[config.mk]
export PLATFORM = sky130hd
export DESIGN_NAME = frame_router
export DESIGN_NICKNAME = d
export VERILOG_FILES = /design/src/rtl/frame_router_pkg.sv /design/src/rtl/rr_arbiter.sv /design/src/rtl/frame_router.sv
export SDC_FILE = /design/constraint.sdc
export NUM_CORES = 1
export LEC_CHECK = 0
export CORE_MARGIN = 2
export CORE_UTILIZATION = 45
export DETAILED_ROUTE_END_ITERATION = 8
export PLACE_DENSITY = 0.83
export REMOVE_ABC_BUFFERS = 1
export SETUP_SLACK_MARGIN = 0.3
export SYNTH_ARGS = -nofsm -noshare
export SYNTH_HDL_FRONTEND = slang
export SYNTH_SLANG_ARGS = --single-unit
[constraint.sdc]
create_clock -name clk -period 3.3 [get_ports clk]
set_clock_uncertainty 0.2 [all_clocks]
set_input_delay 0.66 -clock clk [delete_from_list [all_inputs] [get_ports clk]]
set_output_delay 0.66 -clock clk [all_outputs]
set_load 0.05 [all_outputs]
[src/rtl/frame_router_pkg.sv]
// frame_router_pkg: shared types and constants for the frame router.
//   LEN_WIDTH         : width of the frame length byte and payload counters
//   SYNC_BYTE_DEFAULT : default frame start marker
//   rx_state_t        : RX parser states
//   tx_state_t        : TX framer states
//   wrap_inc          : (base + step) mod n, for base < n and step <= n
package frame_router_pkg;

   localparam int unsigned LEN_WIDTH         = 8;
   localparam logic [7:0]  SYNC_BYTE_DEFAULT = 8'hA5;

   typedef enum logic [2:0] {
      R_IDLE,
      R_CH,
      R_LEN,
      R_PAY,
      R_DROP
   } rx_state_t;

   typedef enum logic [2:0] {
      T_IDLE,
      T_SYNC,
      T_CH,
      T_LEN,
      T_PAY
   } tx_state_t;

   function automatic int unsigned wrap_inc(input int unsigned base,
                                            input int unsigned step,
                                            input int unsigned n);
      int unsigned s;
      s = base + step;
      if (s >= n) s = s - n;
      return s;
   endfunction

endpackage

[src/rtl/rr_arbiter.sv]
// rr_arbiter: combinational round-robin selector.
//   req_i   : request vector, one bit per channel
//   ptr_i   : highest-priority channel index (search starts here and wraps)
//   grant_o : one-hot grant, all zero when no request is pending
//   idx_o   : index of the granted channel (0 when no request)
module rr_arbiter
   import frame_router_pkg::*;
#(
   parameter  int unsigned NUM_CH = 4,
   localparam int unsigned IDX_W  = (NUM_CH > 1) ? $clog2(NUM_CH) : 1
) (
   input  logic [NUM_CH-1:0] req_i,
   input  logic [IDX_W-1:0]  ptr_i,
   output logic [NUM_CH-1:0] grant_o,
   output logic [IDX_W-1:0]  idx_o
);

   int unsigned cand;
   logic        found;

   always_comb begin
      grant_o = '0;
      idx_o   = '0;
      found   = 1'b0;
      cand    = 0;
      for (int unsigned i = 0; i < NUM_CH; i++) begin
         cand = wrap_inc(32'(ptr_i), i, NUM_CH);
         if (!found && req_i[cand]) begin
            found         = 1'b1;
            grant_o[cand] = 1'b1;
            idx_o         = IDX_W'(cand);
         end
      end
   end

endmodule

[src/rtl/frame_router.sv]
// frame_router: routes framed byte streams between one serial link and
// NUM_CH endpoints. Frame: SYNC_BYTE, channel id, length L, L+1 payload bytes.
//   clk, rst                           : clock, async active-high reset
//   s_rx_data/valid/ready              : bytes from the serial RX FIFO
//   m_ch_data/valid/ready              : payload to endpoints (lane per channel)
//   s_ch_data/len/valid/ready          : response payload from endpoints
//   m_tx_data/valid/ready              : bytes to the serial TX FIFO
//   err_bad_ch                         : pulse when an RX header names a channel >= NUM_CH
module frame_router
   import frame_router_pkg::*;
#(
   parameter int unsigned            DATA_WIDTH = 8,
   parameter int unsigned            NUM_CH     = 4,
   parameter logic [DATA_WIDTH-1:0]  SYNC_BYTE  = SYNC_BYTE_DEFAULT
) (
   input  logic                           clk,
   input  logic                           rst,
   input  logic [DATA_WIDTH-1:0]          s_rx_data,
   input  logic                           s_rx_valid,
   output logic                           s_rx_ready,
   output logic [NUM_CH*DATA_WIDTH-1:0]   m_ch_data,
   output logic [NUM_CH-1:0]              m_ch_valid,
   input  logic [NUM_CH-1:0]              m_ch_ready,
   input  logic [NUM_CH*DATA_WIDTH-1:0]   s_ch_data,
   input  logic [NUM_CH*LEN_WIDTH-1:0]    s_ch_len,
   input  logic [NUM_CH-1:0]              s_ch_valid,
   output logic [NUM_CH-1:0]              s_ch_ready,
   output logic [DATA_WIDTH-1:0]          m_tx_data,
   output logic                           m_tx_valid,
   input  logic                           m_tx_ready,
   output logic                           err_bad_ch
);

   localparam int unsigned CH_W = (NUM_CH > 1) ? $clog2(NUM_CH) : 1;

   // ---------------- RX path ----------------
   rx_state_t             rx_state_q;
   logic [CH_W-1:0]       rx_ch_q;
   logic                  rx_drop_q;
   logic [LEN_WIDTH-1:0]  rx_cnt_q;
   logic                  rx_acc;
   logic                  rx_bad_id;

   assign rx_acc    = s_rx_valid & s_rx_ready;
   assign rx_bad_id = (32'(s_rx_data) >= NUM_CH);

   // Outputs decode the registered state combinationally so the payload
   // handshake passes straight through with zero latency.
   always_comb begin
      s_rx_ready = 1'b0;
      m_ch_valid = '0;
      err_bad_ch = 1'b0;
      m_ch_data  = rst ? '0 : {NUM_CH{s_rx_data}};
      if (!rst) begin
         case (rx_state_q)
            R_PAY: begin
               s_rx_ready          = m_ch_ready[rx_ch_q];
               m_ch_valid[rx_ch_q] = s_rx_valid;
            end
            default: s_rx_ready = 1'b1;
         endcase
         if (rx_state_q == R_CH && rx_acc && rx_bad_id) err_bad_ch = 1'b1;
      end
   end

   always_ff @(posedge clk or posedge rst) begin
      if (rst) begin
         rx_state_q <= R_IDLE;
         rx_ch_q    <= '0;
         rx_drop_q  <= 1'b0;
         rx_cnt_q   <= '0;
      end else if (rx_acc) begin
         unique case (rx_state_q)
            R_IDLE: if (s_rx_data == SYNC_BYTE) rx_state_q <= R_CH;
            R_CH: begin
               rx_ch_q    <= s_rx_data[CH_W-1:0];
               rx_drop_q  <= rx_bad_id;
               rx_state_q <= R_LEN;
            end
            R_LEN: begin
               rx_cnt_q   <= LEN_WIDTH'(s_rx_data);
               rx_state_q <= rx_drop_q ? R_DROP : R_PAY;
            end
            R_PAY, R_DROP: begin
               if (rx_cnt_q == '0) rx_state_q <= R_IDLE;
               else                rx_cnt_q   <= rx_cnt_q - 1'b1;
            end
            default: rx_state_q <= R_IDLE;
         endcase
      end
   end

   // ---------------- TX path ----------------
   tx_state_t             tx_state_q;
   logic [CH_W-1:0]       tx_grant_q;
   logic [LEN_WIDTH-1:0]  tx_len_q;
   logic [LEN_WIDTH-1:0]  tx_cnt_q;
   logic [CH_W-1:0]       rr_ptr_q;

   logic [DATA_WIDTH-1:0] ch_data_a [NUM_CH];
   logic [LEN_WIDTH-1:0]  ch_len_a  [NUM_CH];
   logic [NUM_CH-1:0]     arb_grant;
   logic [CH_W-1:0]       arb_idx;
   logic                  arb_valid;
   logic                  tx_acc;

   always_comb begin
      for (int unsigned i = 0; i < NUM_CH; i++) begin
         ch_data_a[i] = s_ch_data[i*DATA_WIDTH +: DATA_WIDTH];
         ch_len_a[i]  = s_ch_len[i*LEN_WIDTH +: LEN_WIDTH];
      end
   end

   rr_arbiter #(
      .NUM_CH (NUM_CH)
   ) u_arb (
      .req_i   (s_ch_valid),
      .ptr_i   (rr_ptr_q),
      .grant_o (arb_grant),
      .idx_o   (arb_idx)
   );

   assign arb_valid = |arb_grant;
   assign tx_acc    = m_tx_valid & m_tx_ready;

   always_comb begin
      m_tx_valid = 1'b0;
      m_tx_data  = '0;
      s_ch_ready = '0;
      if (!rst) begin
         case (tx_state_q)
            T_SYNC: begin
               m_tx_valid = 1'b1;
               m_tx_data  = SYNC_BYTE;
            end
            T_CH: begin
               m_tx_valid = 1'b1;
               m_tx_data  = DATA_WIDTH'(tx_grant_q);
            end
            T_LEN: begin
               m_tx_valid = 1'b1;
               m_tx_data  = DATA_WIDTH'(tx_len_q);
            end
            T_PAY: begin
               m_tx_data              = ch_data_a[tx_grant_q];
               m_tx_valid             = s_ch_valid[tx_grant_q];
               s_ch_ready[tx_grant_q] = m_tx_ready;
            end
            default: ;
         endcase
      end
   end

   always_ff @(posedge clk or posedge rst) begin
      if (rst) begin
         tx_state_q <= T_IDLE;
         tx_grant_q <= '0;
         tx_len_q   <= '0;
         tx_cnt_q   <= '0;
         rr_ptr_q   <= '0;
      end else begin
         unique case (tx_state_q)
            T_IDLE: if (arb_valid) begin
               tx_grant_q <= arb_idx;
               tx_len_q   <= ch_len_a[arb_idx];
               tx_state_q <= T_SYNC;
            end
            T_SYNC: if (m_tx_ready) tx_state_q <= T_CH;
            T_CH:   if (m_tx_ready) tx_state_q <= T_LEN;
            T_LEN: if (m_tx_ready) begin
               tx_cnt_q   <= tx_len_q;
               tx_state_q <= T_PAY;
            end
            T_PAY: if (tx_acc) begin
               if (tx_cnt_q == '0) begin
                  rr_ptr_q   <= CH_W'(wrap_inc(32'(tx_grant_q), 1, NUM_CH));
                  tx_state_q <= T_IDLE;
               end else begin
                  tx_cnt_q <= tx_cnt_q - 1'b1;
               end
            end
            default: tx_state_q <= T_IDLE;
         endcase
      end
   end

endmodule

# Yosys cells after proc, flatten, opt, wreduce, memory -nomap -nowiden
# Cells that the tools add are included.
# word_totals
ff_bits	37
out_inout_bits	51
word_cells	174
# classes
addsub	11
order_cmp	20
eq_ne	19
mux	76
bitwise_logic	9
reduce_logical	30
# ops
op	n
$mux 32	5
$ge 32x1->1 const B	4
$lt 32x3->1 const B	4
$ge 32x3->1 const B	3
$sub 32x3->32 const B	3
$mux 8	9
$bmux 8 s2	2
$mux 4	8
$pmux 8 s2	2
$pmux 8 s4	1
$mux 3	9
$mux 1	20
$ne 2x2->1 const B	10
$logic_not 8->1	2
$sub 8x1->8 const B	2
$pmux 3 s5	1
$bmux 1 s2	6
$demux 1 s2	6
$eq 3x2->1 const B	4
$or 4x4->4	3
$pmux 3 s4	1
$logic_and 1x1->1	11
$mux 2	5
$ge 3x3->1 const B	3
other kinds (25)	41

# Depth between registers and ports, before layout
# Gate-level depths: netlist of the first run.
# depth
depth_word	18
ltp_mapped	11
depth_no_buf	7

# Modules after synthesis
# A second synthesis of the first run with hierarchy kept.
# unflattened
cells_unflattened	370
hier_area_um2	3617.2
# modules_own_cells
module	instances	cells_each	area_per_inst_um2
frame_router	1	321	3160.5
rr_arbiter	1	49	456.7

# Worst setup path after synthesis of the first run
# OpenSTA, ideal clock, no wires.
# synth_timing
path_kind	input port to output port
startpoint	input rst
endpoint	output m_ch_valid[0]
arrival_ps	2280
required_ps	2440
path_slack_ps	160
cell_stages	2
path_cell_list	nand2b_1 -> nor4_1
# synth_between
elab_chain_cells	1
# synth_rtl
item	line	rtl
from (decl)	frame_router.sv:17	input logic rst,
$mux 4	frame_router.sv:54	if (!rst) begin
to (decl)	frame_router.sv:22	output logic [NUM_CH-1:0] m_ch_valid,
# Every way passes these cells.

# Final worst setup path of the first run
# layout_timing
startpoint	input s_rx_data[4]
endpoint	output err_bad_ch
# layout_between
elab_chain_cells	4
# layout_rtl
item	line	rtl
from (decl)	frame_router.sv:18	input logic [DATA_WIDTH-1:0] s_rx_data,
$ge 8x3->1	frame_router.sv:45	assign rx_bad_id = (32'(s_rx_data) >= NUM_CH);
$logic_and 1x1->1	frame_router.sv:62	if (rx_state_q == R_CH && rx_acc && rx_bad_id) err_bad_ch = 1'b1;
$mux 1	frame_router.sv:62	
$mux 1	frame_router.sv:54	
to (decl)	frame_router.sv:31	output logic err_bad_ch
# Every way passes these cells.

==> results of run 1 <==
stage by stage:
step / area, um^2 / cells / hold WS [ns] / setup TNS, ns
final: 5430 / 588 / 0.319 / 0
after global routing: 5430 / 588 / 0.349 / 0
after CTS: 5400 / 586 / 0.321 / 0
after detailed placement: 5280 / 578 / 0.300 / -0.0190
after global placement: 5280 / 578 / 0.300 / 0
after floorplan: 3110 / 320 / 0.276 / -29.05
state kept, by name (all words and copies together), names as in the netlist:
signal	flops
rx_cnt_q	8
tx_state_q	3
rx_drop_q	1
tx_len_q	8
tx_cnt_q	8
tx_grant_q	2
rr_ptr_q	2
rx_state_q	3
rx_ch_q	2
cells by family (layout without fill, tap and decap cells):
| kind of cell | after synthesis | in the layout | share of synthesized area (%) |
|---|---|---|---|
| and+or+nand+nor | 121 | 121 | 18.1 |
| AOI/OAI and AO/OA | 86 | 86 | 20.5 |
| buffers and inverters | 62 | 186 | 10.3 |
| muxes | 44 | 44 | 18.4 |
| DFF | 37 | 37 | 27.2 |
| adders and majority gates | 14 | 14 | 5.15 |
| xor gates and xnor gates | 1 | 1 | 0.258 |
worst register-to-register path, cell delays in order, from the launching register on:
cell,delay (ns)
dfrtp_1,0.36
inv_1,0.11
ha_1,0.34
mux4_2,0.51
or4_1,0.51
nand4b_1,0.21
o21bai_2,0.29
o221ai_2,0.17
path summary, 6_finish.rpt:
check                                              from                         to  cells past startpoint
worst max-delay path                       s_rx_data[4]                 err_bad_ch                      4
worst min-delay path            tx_cnt_q[0]$_DFFE_PP0P_    tx_cnt_q[0]$_DFFE_PP0P_                      1
worst max register to register  rr_ptr_q[0]$_DFFE_PP0P_    tx_len_q[7]$_DFFE_PP0P_                      7
worst min register to register  tx_cnt_q[0]$_DFFE_PP0P_    tx_cnt_q[0]$_DFFE_PP0P_                      1
max in group asynchronous                           rst  tx_grant_q[0]$_DFFE_PP0P_                      5
min in group asynchronous                           rst    rr_ptr_q[1]$_DFFE_PP0P_                      4
synthesized netlist by cell type (7+ instances only):
library cell	n	area [um^2]
ha_1	14	175
mux2_2	9	101
o221ai_2	8	120
o2bb2ai_1	7	61.3
nand2_1	30	113
nor2_1	28	105
mux2i_1	21	210
nor3_1	15	75.1
dfrtp_1	37	926
inv_1	17	63.8
clkbuf_1	9	33.8
a21oi_1	14	70.1
o21ai_0	10	50.1
buf_4	25	188
mux4_2	14	315
a22oi_1	7	52.6
nor2b_1	11	68.8
per-layer routing:
layer / GRT usage [%] / vias to the layer above / share of wire (%)
met3: 6.51 / 31 / 8.2
met5: 0 / - / 0
li1: - / 1588 / -
met1: 26.8 / 1596 / 38
met2: 43.5 / 162 / 51
met4: 10.6 / 0 / 3.0
final cells by class:
| cell class | count | area, um^2 |
|---|---|---|
| clock inverters | 1 | 5.00 |
| fillers | 511 | 1860 |
| clock buffers | 7 | 96.3 |
| repair buffers | 161 | 2060 |
| inverters | 17 | 63.8 |
| multi-input cells | 266 | 2160 |
| well taps | 99 | 124 |
| flip-flops and latches | 37 | 927 |
cells in the final DEF (no fill, tap or decap), drive strengths merged, types with 4 or more instances in the layout:
cell,instances
a21oi,14
a31oi,4
nor2,28
clkbuf,7
nor3,15
o221ai,9
mux2i,21
o211ai,4
o2bb2ai,7
nor4,6
buf,78
dfrtp,37
nor2b,11
clkdlybuf4s50,78
inv,17
mux4,14
nand2,30
ha,14
mux2,9
nand3,5
and2,5
o21ai,10
a22oi,7
a2bb2oi,6
power by group:
group / internal [mW] / leakage (nW) / switching [mW] / total, mW
Sequential: 0.632 / 0.454 / 0.251 / 0.883
Combinational: 0.869 / 1.75 / 0.858 / 1.73
Clock: 0.189 / 0.0542 / 0.152 / 0.341
what timing repair did:
action / 4_1_cts / 5_1_grt
hold buffers: 0 / 0
resized for setup: 7 / 9
buffers inserted: 0 / 2
pin swaps: 0 / 1
setup endpoints to repair: 20 / 21
==> impl_metrics.csv, run 1 <==
group,metric,value,unit
finish,syn_to_final_growth,59.9,%
sta,worstMarginPinSlew,0.786,ns
global_route,grt_pass1_vias,3424,
synth,synthFlopType,"dfrtp_1",
drt,postRouteAntennaNets,0,
drt,route.detailed.drc,0,
global_route,grt_overflow,0,
setup_path,end_kind,"output port",
global_route,grt_max_degree,36,
finish,nets,586,
sta,fin_ws,0.352,ns
die,die_x,90.9,um
synth,ys_seq_elements,37,
cts,clk_latency,0.28,ns
sta,slew_headroom,47.6,%
place,place_hpwl,8040,um
cts,clk_path_buf_depth,2,
setup_path,worst_path_largest_cell_delay,0.43,ns
global_route,grt_use_total,24.2,%
die,std_cell_rows,31,
drt,drt_first_pass_iters,4,
sta,rsz0062_at_grt,"false",
synth,synth_warnings,0,
pwr,peakVddDrop,436,uV
cts,clk_pin_slew_worst_paths,0.07,ns
cts,ctsRootBufferMaster,"clkbuf_8",
die,fp.coreArea,7290,um^2
place,portBuffers,134,
place,post-place-ws,-0.0190,ns
global_route,antenna_found_initial,0,
die,num_io_pins,135,
synth,synth_edf_count,0,
global_route,grt_pass1_wl,16300,um
synth,synth_area_per_cell,9.31,um^2
drt,wl_per_cell,16.8,um
pwr,power.density,543,nW/um^2
setup_path,slowest_stage,"or3_1",
flow_run,cap_violations,0,
cts,cts_tree,"yes",
sta,final-setup-viol-count,0,
drt,route.vias.total,3377,
sta,post-route-period-util,89.3,%
die,dieArea,8260,um^2
setup_path,crit_chain,"clkdlybuf4s50_1 > or3_1 > o41a_1 > buf_12",
cts,clock-sinks,37,
setup_path,worstSetupStartpointType,"input port",
cts,cts_inserted_buffers,5,
synth,yosysUniqueCellTypes,59,
pwr,power,2.95,mW
drt,vias_per_cell,5.74,
setup_path,rrSetupSlack,0.45,ns
synth,synth_async_sr_flop_share,100,%
setup_path,cp.required,2.44,ns
drt,wl,9900,um
run_status,status,"finished, final reports clean",
min_path,holdCritPathClass,"flop to flop",
finish,finalCoreUtilization,74.5,%
place,gp_congestion,0.861,
setup_path,arrival,2.09,ns
drt,drt-initial-drc-count,117,
sta,max_freq,339,MHz
cts,h-tree-depth,2,
sta,drv_slew,0,
synth,synth_area,3400,um^2
synth,seq_area_frac_synth,27.2,%
finish,num_antenna_cells,0,
setup_path,path_buf_inv,2,
sta,period_minus_slack,2.95,ns
setup_path,path_max_fanout,3,
finish,final_layout_size_suffix_gt1_share,27.8,%
setup_path,path_class,"input port to output port",
pwr,leakage,2.25,nW
synth,syn_inst,365,
sta,finalHoldViolCount,0,
die,start_util,46.6,%
die,dieHeight,90.9,um
setup_path,path_delay_family,"buffers and inverters",
Note: power is estimated with default switching activity, not from simulation.
==> run 2, diff against run 1 <==
GPL_ROUTABILITY_DRIVEN = 0   (was not set)
==> run 2 against run 1 <==
  * Via count grew 2.8%
  * Register-to-register slack lost 0.11 ns
  * Sequential cell count did not move
  * Sequential power grew 2%
  * Worst setup slack got worse by 0.019 ns
  * Cell area is 0.60% higher
  * Largest power group unchanged
  * Hold slack better by 0.014 ns
  * Largest cell class unchanged
  * Routed wire length is 3.0% higher
  * Power increased by 2.1%
  * Combinational power grew 2%
  * Maximum frequency down 0.64%
  * Critical endpoint is now m_tx_data[0]
  * Non-clock buffer count did not move
==> impl_metrics.csv, run 2 (synthesis gave the netlist of run 1 again) <==
group,metric,value,unit
run_status,status,"finished, final reports clean",
sta,worstMarginPinSlew,0.776,ns
drt,drt_first_pass_iters,6,
die,dieArea,8260,um^2
finish,top_regs,"rx_cnt_q: 8 flops, tx_cnt_q: 8 flops, tx_len_q: 8 flops",
place,place_inst,579,
place,post-place-ws,0.0248,ns
cts,clock-sinks,37,
setup_path,rr_startpoint,"rr_ptr_q[0]$_DFFE_PP0P_",
finish,finalCoreUtilization,75.0,%
sta,finalSetupTns,0,ns
finish,layout_common_cells,"clkdlybuf4s50_1 (78), buf_12 (51), dfrtp_1 (36), nand2_1 (30), nor2_1 (28)",
drt,route.vias.total,3472,
sta,post-route-period-util,89.9,%
finish,final_common_cell,"clkdlybuf4s50_1",
finish,layoutNonFillerInstCount,588,
pwr,leakage,2.27,nW
cts,clk_latency,0.29,ns
drt,wl,10200,um
sta,fin_ws,0.332,ns
drt,postRouteAntennaNets,0,
drt,drt-initial-drc-count,167,
sta,finalHoldViolCount,0,
pwr,peakVddDrop,642,uV
sta,rsz0062_at_grt,"false",
die,fp.coreArea,7290,um^2
setup_path,end_kind,"output port",
min_path,hold-path-cell-count,1,
cts,ctsRootBufferMaster,"clkbuf_8",
global_route,antenna_found_initial,0,
setup_path,reg2regPathDepth,8,
setup_path,path_class,"input port to output port",
die,dieHeight,90.9,um
sta,period_minus_slack,2.97,ns
finish,final_layout_size_suffix_gt1_share,28.2,%
global_route,grt_use_total,24.4,%
place,portBuffers,134,
cts,cts_tree,"yes",
finish,fin_area,5470,um^2
cts,h-tree-depth,2,
drt,route.detailed.drc,0,
setup_path,rrSetupSlack,0.34,ns
global_route,grt_max_degree,24,
die,start_util,46.6,%
place,place_hpwl,7950,um
setup_path,worstSetupStartpointType,"input port",
min_path,holdCritPathClass,"flop to flop",
drt,wl_per_cell,17.4,um
cts,clk_path_buf_depth,2,
cts,hold_buffers,0,
pwr,power,3.01,mW
drt,vias_per_cell,5.90,
finish,nets,586,
flow_run,cap_violations,0,
setup_path,arrival,2.11,ns
sta,final-setup-viol-count,0,
min_path,hold_end,"tx_cnt_q[7]$_DFFE_PP0P_",
die,std_cell_rows,31,
place,placed_area,5290,um^2
die,die_x,90.9,um
finish,syn_to_final_growth,60.9,%
finish,num_antenna_cells,0,
sta,whs,0.333,ns
global_route,grt_pass1_wl,16600,um
setup_path,cp.required,2.44,ns
setup_path,path_max_fanout,1,
cts,clk_pin_slew_worst_paths,0.07,ns
sta,drv_slew,0,
global_route,grt_overflow,0,
sta,slew_headroom,48.2,%
die,num_io_pins,135,
setup_path,reg2reg_to,"tx_len_q[4]$_DFFE_PP0P_",
pwr,power.density,551,nW/um^2
sta,max_freq,337,MHz
global_route,grt_pass1_vias,3549,
min_path,min-delay-start,"tx_cnt_q[7]$_DFFE_PP0P_",
cts,cts_inserted_buffers,5,
-- run 2: cell types whose count changed in the layout (fill, tap and decap cells not counted), sizes merged --
cell / delta
dlygate4sd2: -2
dlymetal6s2s: +2
-- run 2: worst max-delay path, cell delays in order --
cell and delay (ns):
clkdlybuf4s50_1 0.42, mux4_2 0.49, a21oi_2 0.14, o22a_1 0.17, nor2_1 0.08, buf_12 0.16
-- run 2: worst max-delay path by stage --
stage,cells after the start,from,slack (ns),to
floorplan,1,rst,-0.85,m_ch_data[0]
global placement,6,s_ch_valid[2],0.12,tx_len_q[7]$_DFFE_PP0P_
detailed placement,6,s_ch_valid[2],0.02,tx_len_q[7]$_DFFE_PP0P_
CTS,4,rst,0.23,m_ch_data[29]
global route,8,rr_ptr_q[0]$_DFFE_PP0P_,0.27,tx_len_q[4]$_DFFE_PP0P_
finish,6,s_ch_data[0],0.33,m_tx_data[0]
-- run 2: what timing repair did --
| action | 4_1_cts | 5_1_grt |
|---|---|---|
| resized for setup | 5 | 16 |
| setup endpoints to repair | 18 | 31 |
| buffers inserted | 0 | 1 |
| hold endpoints to repair | 0 | 0 |
| pin swaps | 0 | 1 |
-- run 2: power by group --
group | total (mW) | internal, mW | switching [mW]
clock | 0.347 | 0.189 | 0.159
sequential | 0.898 | 0.632 | 0.266
combinational | 1.77 | 0.886 | 0.882
-- run 2: final cells by class --
type	instances	area, um^2
timing repair buffer	161	2070
tap	99	124
sequential	37	927
inverter	17	63.8
clock inverter	1	5.00
clock buffer	7	96.3
fill	491	1830
multi-input combinational	266	2180
-- run 2: per-layer routing --
layer  wire length (um)  vias up  global-route usage, %  part of all wire (%)
met5                  0        -                      0                     0
met4                264        0                   8.96                   2.6
met3                956       28                   6.34                   9.4
met2               5270      218                   43.7                    52
met1               3710     1636                   28.0                    36
li1                   -     1590                      -                     -
==> run 3, diff against run 2 <==
TNS_END_PERCENT = 30   (was not set)
==> run 3 against run 2 <==
  * Die area is the same
  * Non-clock buffer count down 1
  * Count of clock-buffer cells in the layout unchanged
  * Global-route usage is essentially flat
  * Sequential share of layout area rose by 0.075 points
  * Maximum frequency down 3.4%
  * Worst setup slack worse by 0.10 ns
  * Routed wire length fell by 3.9%
  * Cell count decreased by 0.17%
  * Core utilization fell by 0.43 points
  * Sequential power decreased by 1%
  * Cell area shrank 0.57%
==> impl_metrics.csv, run 3 (synthesis gave the netlist of run 1 again) <==
group,metric,value,unit
run_status,status,"finished, final reports clean",
drt,route.detailed.drc,0,
cts,clock-sinks,37,
die,die_x,90.9,um
sta,finalHoldViolCount,0,
setup_path,cp-startpoint,"s_ch_valid[0]",
drt,wl_per_cell,16.7,um
setup_path,cp.required,2.44,ns
pwr,switching_share,43.0,%
cts,clk_latency,0.29,ns
setup_path,end_kind,"output port",
finish,nets,585,
sta,rsz0062_at_grt,"true",
setup_path,path_max_fanout,7,
global_route,grt_use_total,24.4,%
pwr,peakVddDrop,579,uV
global_route,antenna_found_initial,0,
sta,period_minus_slack,3.07,ns
finish,final_common_cell,"clkdlybuf4s50_1",
sta,final-setup-viol-count,0,
finish,nFillCells,496,
setup_path,critPathMostFrequentCell,"buf_4",
die,dieArea,8260,um^2
global_route,grtUsageMet1,28.0,%
drt,postRouteAntennaNets,0,
cts,cts_tree,"yes",
cts,hold_buffers,0,
cts,clk_pin_slew_worst_paths,0.07,ns
global_route,grt_pass1_wl,16600,um
sta,finalSetupTns,0,ns
min_path,hold-path-cell-count,1,
cts,cts_setup_buffers,0,
pwr,power_frac_clock,11.8,%
global_route,grt_pass1_vias,3542,
finish,final_layout_size_suffix_gt1_share,26.8,%
sta,whs,0.336,ns
finish,multiInputGateArea,2170,um^2
setup_path,path_buf_inv,3,
cts,ctsRootBufferMaster,"clkbuf_8",
finish,layout_common_cells,"clkdlybuf4s50_1 (80), buf_12 (51), dfrtp_1 (37), nand2_1 (30), nor2_1 (28)",
flow_run,cap_violations,0,
setup_path,reg2regPathDepth,8,
setup_path,arrival,2.21,ns
die,start_util,46.6,%
finish,register_area,926,um^2
pwr,power.density,544,nW/um^2
drt,drt_first_pass_iters,4,
finish,num_antenna_cells,0,
global_route,met2_usage,43.6,%
setup_path,worstSetupStartpointType,"input port",
setup_path,worst_path_largest_cell_delay,0.47,ns
pwr,leakage,2.24,nW
place,place_hpwl,7950,um
sta,post-route-period-util,93.1,%
cts,cts_inserted_buffers,5,
setup_path,reg2reg_to,"tx_len_q[4]$_DFFE_PP0P_",
global_route,use_met3,6.34,%
min_path,hold_end,"tx_cnt_q[7]$_DFFE_PP0P_",
sta,max_freq,326,MHz
setup_path,path_delay_family,"buffers and inverters",
drt,route.vias.total,3416,
pwr,power.switching,1.27,mW
die,num_io_pins,135,
finish,syn_to_final_growth,59.9,%
cts,h-tree-depth,2,
min_path,holdCritPathClass,"flop to flop",
setup_path,crit_chain,"clkdlybuf4s50_1 > buf_4 > mux4_2 > a21oi_2 > nor2_1 > buf_4",
sta,drv_slew,0,
global_route,grt_overflow,0,
drt,drt-initial-drc-count,148,
sta,slew_headroom,48.1,%
finish,top_regs,"rx_cnt_q: 8 flops, tx_cnt_q: 8 flops, tx_len_q: 8 flops",
drt,vias_per_cell,5.82,
min_path,min-delay-start,"tx_cnt_q[7]$_DFFE_PP0P_",
die,fp.coreArea,7290,um^2
cts,clk_path_buf_depth,2,
die,std_cell_rows,31,
setup_path,rr_startpoint,"rr_ptr_q[0]$_DFFE_PP0P_",
pwr,combPwrFrac,58.2,%
global_route,grt_max_degree,24,
setup_path,rrSetupSlack,0.47,ns
pwr,pwr-share-seq,30.0,%
global_route,grt_busiest_layer,"met2",
drt,wl,9810,um
setup_path,slowest_stage,"mux4_2",
setup_path,path_class,"input port to output port",
place,portBuffers,134,
sta,worstMarginPinSlew,0.777,ns
pwr,p_int,1.69,mW
die,dieHeight,90.9,um
[run 3: changes by cell type in the layout (fill, tap and decap cells not counted)]
cell,before,now
nor2b_2,5,2
buf_6,1,0
dfrtp_2,1,0
dlymetal6s2s_1,4,2
nand2b_1,2,3
clkdlybuf4s50_1,78,80
nand2b_2,1,0
dfrtp_1,36,37
nor2b_1,6,9
a21oi_2,2,1
a21oi_1,12,13
[run 3: layout make-up]
cell class | count | area share [%]
multi-input combinational | 266 | 39.9
timing repair buffer | 160 | 37.7
sequential | 37 | 17.0
tap | 99 | 2.28
clock buffer | 7 | 1.77
inverter | 17 | 1.17
clock inverter | 1 | 0.0921
[run 3: per-stage QoR]
step / instance area, um^2 / cells / setup slack (ns) / power (mW) / utilization [%]
floorplan: 3110 / 320 / -0.848 / 1.86 / -
global placement: 5290 / 579 / 0.121 / 2.52 / 72.5
detailed placement: 5290 / 579 / 0.0248 / 2.58 / 72.5
CTS: 5400 / 587 / 0.220 / 2.94 / 74.1
global route: 5440 / 587 / 0.152 / 3.16 / 74.5
finish: 5440 / 587 / 0.228 / 2.96 / 74.5
[run 3: worst max path at each step]
stage / cells past startpoint / endpoint
2_1_floorplan: 1 / m_ch_data[0]
6_report: 6 / m_tx_valid
5_1_grt: 4 / m_ch_data[1]
3_5_place_dp: 6 / tx_len_q[7]$_DFFE_PP0P_
4_1_cts: 4 / m_ch_data[26]
3_3_place_gp: 6 / tx_len_q[7]$_DFFE_PP0P_
[run 3: timing repair]
action | CTS | global route
hold endpoints to repair | 0 | 0
setup endpoints to repair | 18 | 34
resized for setup | 4 | 8
[run 3: per-layer routing]
metal  up-vias  routed length (um)
met1      1624                3660
met4         0                 244
li1       1585                   -
met3        24                 791
met2       183                5110
met5         -                   0
[run 3: power groups by stage]
stage / clock network, mW / logic [mW] / registers [mW]
6_report: 0.348 / 1.72 / 0.887
2_1_floorplan: 0 / 1.04 / 0.822
3_3_place_gp: 0 / 1.64 / 0.875
5_1_grt: 0.371 / 1.88 / 0.915
3_5_place_dp: 0 / 1.70 / 0.885
4_1_cts: 0.351 / 1.71 / 0.879
